[src/rtl/btn_ctrl.sv]
// Per-channel button front end: synchroniser, debouncer, edge pulses
// and a mode-selected enable register with synchronous clear.
module btn_ctrl #(
  parameter int N       = 4,
  parameter int DEB_MAX = 50000,
  parameter int CNT_W   = $clog2(DEB_MAX)
) (
  input  logic           mclk,
  input  logic           rst,
  input  logic [N-1:0]   btn,
  input  logic [N-1:0]   clr,
  input  logic [2*N-1:0] mode,
  output logic [N-1:0]   en,
  output logic [N-1:0]   press_p,
  output logic [N-1:0]   rel_p,
  output logic [N-1:0]   stable
);

  localparam logic [1:0] M_TREL  = 2'b00;
  localparam logic [1:0] M_TPRS  = 2'b01;
  localparam logic [1:0] M_LEVEL = 2'b10;
  localparam logic [1:0] M_ONE   = 2'b11;

  localparam logic [CNT_W-1:0] CNT_TOP = CNT_W'(DEB_MAX - 1);

  logic [N-1:0]     r_s1;
  logic [N-1:0]     r_s2;
  logic [CNT_W-1:0] r_cnt [N];

  always_ff @(posedge mclk) begin
    if (rst) begin
      r_s1    <= '0;
      r_s2    <= '0;
      stable  <= '0;
      press_p <= '0;
      rel_p   <= '0;
      en      <= '0;
      for (int i = 0; i < N; i++)
        r_cnt[i] <= '0;
    end else begin
      r_s1 <= btn;
      r_s2 <= r_s1;
      for (int i = 0; i < N; i++) begin
        press_p[i] <= 1'b0;
        rel_p[i]   <= 1'b0;
        if (r_s2[i] == stable[i]) begin
          r_cnt[i] <= '0;
        end else if (r_cnt[i] == CNT_TOP) begin
          stable[i]  <= r_s2[i];
          press_p[i] <= r_s2[i];
          rel_p[i]   <= ~r_s2[i];
          r_cnt[i]   <= '0;
        end else begin
          r_cnt[i] <= r_cnt[i] + 1'b1;
        end
        // enable reacts to last cycle's registered pulses/level
        if (clr[i]) begin
          en[i] <= 1'b0;
        end else begin
          unique case (mode[2*i +: 2])
            M_TREL:  en[i] <= rel_p[i] ? ~en[i] : en[i];
            M_TPRS:  en[i] <= press_p[i] ? ~en[i] : en[i];
            M_LEVEL: en[i] <= stable[i];
            M_ONE:   en[i] <= rel_p[i];
          endcase
        end
      end
    end
  end

endmodule

[config.mk]
export PLATFORM = sky130hd
export DESIGN_NAME = btn_ctrl
export DESIGN_NICKNAME = d
export VERILOG_FILES = /design/src/rtl/btn_ctrl.sv
export SDC_FILE = /design/constraint.sdc
export NUM_CORES = 1
export LEC_CHECK = 0
export ABC_AREA = 0
export BUFFER_PORTS_ARGS = -buffer_cell sky130_fd_sc_hd__buf_2
export CAP_MARGIN = 0
export CORE_ASPECT_RATIO = 0.6
export CORE_MARGIN = 2
export CORE_UTILIZATION = 60
export DETAILED_ROUTE_END_ITERATION = 16
export PLACE_DENSITY_LB_ADDON = 0.12
export SYNTH_ARGS = -nofsm -noshare
export SYNTH_HDL_FRONTEND = slang
export SYNTH_SLANG_ARGS = --single-unit
[constraint.sdc]
create_clock -name mclk -period 2.6 [get_ports mclk]
set_clock_uncertainty 0.15 [all_clocks]
set_input_delay 0.39 -clock mclk [delete_from_list [all_inputs] [get_ports mclk]]
set_output_delay 0.39 -clock mclk [all_outputs]
set_load 0.01 [all_outputs]
==> results.yml, run 1 <==
synthesis:
  synth_fa_ha_area_share_pct: 1.11
  ys_seq_area_share_pct: 53.3
  synthCells: 418
  synth_area_leaders: "edfxtp_1, dfxtp_1, xnor2_1"
  synthArstFlopShare_pct: 0
  synth_area_um2: 4510
  synth_edf_count: 64
  synth_compound_area_share_pct: 3.69
  yosysTopAreaCell: "edfxtp_1"
  synth_xor_area_share_pct: 11.1
  synth.area.mux_share_pct: 2.00
  synth_ff_type: "edfxtp_1"
  avgSynthCellArea_um2: 10.8
  synth_cell_types: 42
  yosys.area_share.simple_pct: 27.0
  synth_top_family_by_area: "simple AND/OR/NAND/NOR gates"
  yosys_warnings: 0
  synth_top_area_share_pct: 42.6
  synth_seq_cells: 88
min_path:
  hold_path.class: "in2reg"
  hp-start: "clr[2]"
timing:
  fin_crit_sh_pct: 92.3
  min_period_ps: 2400
  fmax_ghz: 0.417
  grt_setup_unrepaired: "false"
  setup-tns-final_ps: 0
  report.final.slew_viol_count: 0
  setup_viol: 0
  final_hold_viol_count: 0
worst_setup_path:
  cp-start-kind: "flop"
  crit_required_ps: 2530
  end_kind: "flop"
  cp_max_fo: 11
  timing_worst_setup_path_type: "reg2reg"
  r2r_start: "r_cnt[0][7]"
  crit_arrival_ps: 2330
  startpoint: "r_cnt[0][7]"
floorplanning:
  coreArea_um2: 7270
  chipWidth_um: 116
  io-pin-count: 34
  die_area_um2: 8250
  rows: 24
  die_h_um: 71.2
  start_util_pct: 62.1
finish:
  seq_area_um2: 2400
  areaGrowthSynthToFinish_pct: 18.8
  final_nets: 545
  layout-drive-gt1-share_pct: 15.7
  multiInputGateArea_um2: 2260
  stdcell_count: 632
  finish.instance_area_um2: 5360
  diodes: 0
  n_fill_cell: 550
  layout_common_cells: "edfxtp_1, conb_1, nor2_1"
global_route:
  track_usage_pct: 22.3
  grt_max_degree: 22
  grt_pass1_wl_um: 14100
  grt_overflow: 0
  grt_pass1_vias: 3016
  antenna_found_initial: 0
route:
  dr.pass1.iters: 5
  ant_nets: 0
  wl_um: 8590
  via_per_inst: 5.17
  drc: 0
  drt_iter0_markers: 205
  wire_per_inst_um: 13.6
  vias: 3265
place:
  dp.cells: 616
  place_congestion: 0.903
  detailed_place_hpwl_um: 6040
  post_dp_cell_area_um2: 5070
  port_buffers: 33
clock_network:
  clk_latency_ps: 340
  hold_buffers: 0
  clock-sinks: 88
  numCtsBuffers: 9
  tritoncts: "yes"
  clk_path_buf_depth: 2
  clock_tree.root_cell: "clkbuf_16"
  clk_pin_slew_ps: 60
  cts_setup_buffers: 0
  cts_resized: 0
  cts_max_level: 3
pwr:
  power_leakage_nw: 1.90
  ir_drop_mv: 0.456
  powerDensity_nw_per_um2: 563
job:
  max-cap-violations: 0
run_status:
  status: "finished, final reports clean"
==> flip-flops by register name (all words and copies together) (netlist names) <==
signal / count
r_cnt: 64
en: 4
press_p: 4
r_s1: 4
r_s2: 4
rel_p: 4
stable: 4
==> report_power, final <==
group	internal (mW)	total, mW	switching (mW)	leakage (nW)
Clock	0.739	1.26	0.517	0.140
Combinational	0.0647	0.145	0.0799	0.905
Sequential	1.56	1.61	0.0586	0.855
Total	2.36	3.01	0.655	1.90
==> Yosys cell counts, types with 3 or more instances <==
cell	number
edfxtp_1	64
xor2_1	9
clkbuf_1	5
inv_1	8
nor2_1	52
nor2b_1	10
nor2_2	20
nand3_1	28
nor4_1	14
a2111oi_0	4
nand2_1	14
or4_1	4
o31ai_1	4
and3_1	11
o21ai_1	4
dfxtp_1	24
nor3_1	19
a21oi_1	8
nand2b_1	12
or4b_1	3
ha_1	4
mux2i_1	9
nand4_1	14
xnor2_1	48
==> critical path: stages (launching register included) <==
cell      delay [ps]
edfxtp_1         460
or4_1            560
or4_4            470
o21ai_4          270
buf_12           180
a21oi_1           60
==> metrics by stage <==
step	utilization, %	hold WS [ps]	power [mW]	setup slack (ps)
final	73.7	61.1	3.01	199
after detailed placement	69.7	274	1.78	247
after CTS	73.7	51.0	3.04	217
after global placement	69.7	270	1.78	289
after global routing	73.7	54.9	3.12	157
after floorplan	-	264	1.73	358
==> cell type report <==
class | instances | share of cell area (%)
clock buffers | 10 | 4.27
clock inverters | 6 | 1.12
inverters | 8 | 0.560
multi-input cells | 376 | 42.2
flip-flops and latches | 88 | 44.8
well taps | 104 | 2.43
repair buffers | 40 | 4.53
==> worst paths after layout <==
path | end | slack, ps | depth (start not counted)
setup reg to reg | r_cnt[0][14] | 200 | 5
setup / recovery | r_cnt[0][14] | 200 | 5
hold reg to reg | r_s2[0] | 280 | 1
hold / removal | en[2] | 60 | 2
==> cells by family (layout without fill, tap and decap cells) <==
group | after synthesis | count (layout)
simple gates | 219 | 219
mux | 9 | 9
flops | 88 | 88
xor+xnor | 57 | 57
buf+inv | 17 | 64
other cells | 1 | 64
fa+ha+maj | 4 | 4
compound gates | 23 | 23
==> routing by layer <==
metal	GRT usage [%]	vias to the layer above	share of wire [%]	routed length (um)
met5	0	-	0	0
met4	7.41	0	1.4	117
met3	7.28	8	5.8	494
met2	32.9	80	44	3750
met1	31.3	1517	49	4230
li1	-	1660	-	-
Note: power is estimated with default switching activity, not from simulation.
==> run 2: changes to the inputs <==
- GPL_TIMING_DRIVEN: unset -> 0
- clock period: 2.6 -> 2.46 ns (I/O delays scaled with it)
==> run 2 against run 1 <==
Core utilization rose by 0.29 points; critical path depth did not move; clock-buffer cell count grew 2; via count up 1.9%; register-to-register slack lost 140 ps; cell area is 0.40% higher; first-iteration DRC count increased by 34%; power up 6.1%; die area unchanged; sequential share of layout area fell by 0.18 points; largest power group unchanged.
==> results.yml, run 2 (synthesized netlist as in run 1, its figures left out) <==
timing:
  final_hold_viol_count: 0
  worst_pin_slew_ps: 622
  fin_crit_sh_pct: 97.5
  grt_setup_unrepaired: "false"
  whs_ps: 39.6
  fmax_ghz: 0.417
  report.final.slew_viol_count: 0
  slew_headroom_pct: 58.5
  setup_viol: 0
  min_period_ps: 2400
  setup_slack_ps: 61.8
finish:
  areaGrowthSynthToFinish_pct: 19.3
  post-route-util_pct: 74.0
  diodes: 0
  finish.instance_area_um2: 5380
  layout-drive-gt1-share_pct: 16.2
  largest_register_ffs: 64
  regMostFlops: "r_cnt"
  stdcell_count: 636
  layout_common_cells: "edfxtp_1, conb_1, nor2_1"
  final_nets: 549
route:
  drc: 0
  via_per_inst: 5.23
  drt_iter0_markers: 275
  top_layer_used: "met4"
  wl_met3_um: 470
  wire_per_inst_um: 13.9
  met1Wirelength_um: 4280
  wl_um: 8820
  vias: 3328
  wl_met2_um: 3970
  dr.pass1.iters: 4
  ant_nets: 0
floorplanning:
  coreArea_um2: 7270
  die_area_um2: 8250
  io-pin-count: 34
  die_h_um: 71.2
  chipWidth_um: 116
  rows: 24
  start_util_pct: 62.1
min_path:
  hold_path.class: "in2reg"
clock_network:
  hold_buffers: 0
  clk_pin_slew_ps: 60
  clk_path_buf_depth: 2
  numCtsBuffers: 9
  clk_latency_ps: 340
  clock-sinks: 88
  tritoncts: "yes"
  clock_tree.root_cell: "clkbuf_16"
  cts_max_level: 3
place:
  dp.cells: 618
  detailed_place_hpwl_um: 6430
  place_congestion: 0.875
  dp_slack_ps: -83.4
  port_buffers: 33
  post_dp_cell_area_um2: 5040
run_status:
  status: "finished, final reports clean"
worst_setup_path:
  cp_max_fo: 10
  crit_arrival_ps: 2340
  end_kind: "flop"
  cp-start-kind: "flop"
  timing_worst_setup_path_type: "reg2reg"
  crit_required_ps: 2400
  cp_slowest_stage_delay_ps: 560
  slowest_stage: "or4_1"
  crit_chain: "or4_1, or4_4, o21ai_4, buf_6, nor2_2"
job:
  max-cap-violations: 0
pwr:
  switching_power_mw: 0.678
  intPower_mw: 2.52
  power_leakage_nw: 1.90
  combPwrFrac_pct: 4.9
  ir_drop_mv: 0.398
  powerDensity_nw_per_um2: 595
  pwr-share-seq_pct: 53.3
  clockPowerShare_pct: 41.7
  netSwitchingFraction_pct: 21.2
global_route:
  track_usage_pct: 22.6
  grt_overflow: 0
  grt_pass1_wl_um: 14100
  grt_max_degree: 14
  antenna_found_initial: 0
  grt_pass1_vias: 2991
==> run 2: cell type report <==
class	count	area, um^2
clock buffers	12	246
well taps	104	130
flip-flops and latches	88	2400
multi-input cells	376	2290
inverters	8	30.0
repair buffers	36	188
clock inverters	4	43.8
fillers	540	1890
plain buffers	8	46.3
==> run 2: metal layers <==
| layer | vias to the layer above | track usage [%] |
|---|---|---|
| met5 | - | 0 |
| met2 | 85 | 32.7 |
| met3 | 11 | 7.28 |
| met4 | 0 | 7.01 |
| met1 | 1554 | 32.6 |
| li1 | 1678 | - |
==> run 2: power groups by stage <==
stage	clock (mW)	sequential (mW)	combinational, mW
final	1.33	1.71	0.158
after global routing	1.42	1.71	0.179
after CTS	1.37	1.70	0.151
after detailed placement	0	1.73	0.149
after global placement	0	1.73	0.145
after floorplan	0	1.72	0.110
==> run 2: metrics by stage <==
step | total power [mW] | TNS (ps)
4_1_cts | 3.22 | 0
6_report | 3.20 | 0
5_1_grt | 3.31 | 0
3_5_place_dp | 1.88 | -764
3_3_place_gp | 1.88 | 0
2_1_floorplan | 1.83 | 0
==> run 2: critical path: cells and delay by family (launching register included) <==
| family | cells | cell delay, ps |
|---|---|---|
| buf+inv | 1 | 210 |
| flops | 1 | 440 |
| compound gates | 1 | 260 |
| simple gates | 3 | 1090 |
==> run 2: final timing paths <==
| kind | startpoint | to | slack, ps | cells after the start |
|---|---|---|---|---|
| max | r_cnt[0][7] | r_cnt[0][6] | 60 | 5 |
| min | clr[3] | en[3] | 40 | 2 |
| max reg2reg | r_cnt[0][7] | r_cnt[0][6] | 60 | 5 |
| min reg2reg | r_s1[2] | r_s2[2] | 280 | 1 |
==> run 2: what timing repair did <==
item,in CTS,in global routing
resized for setup,1,5
pin swaps,0,1
setup buffers,0,3
endpoints found under the setup margin,10,32
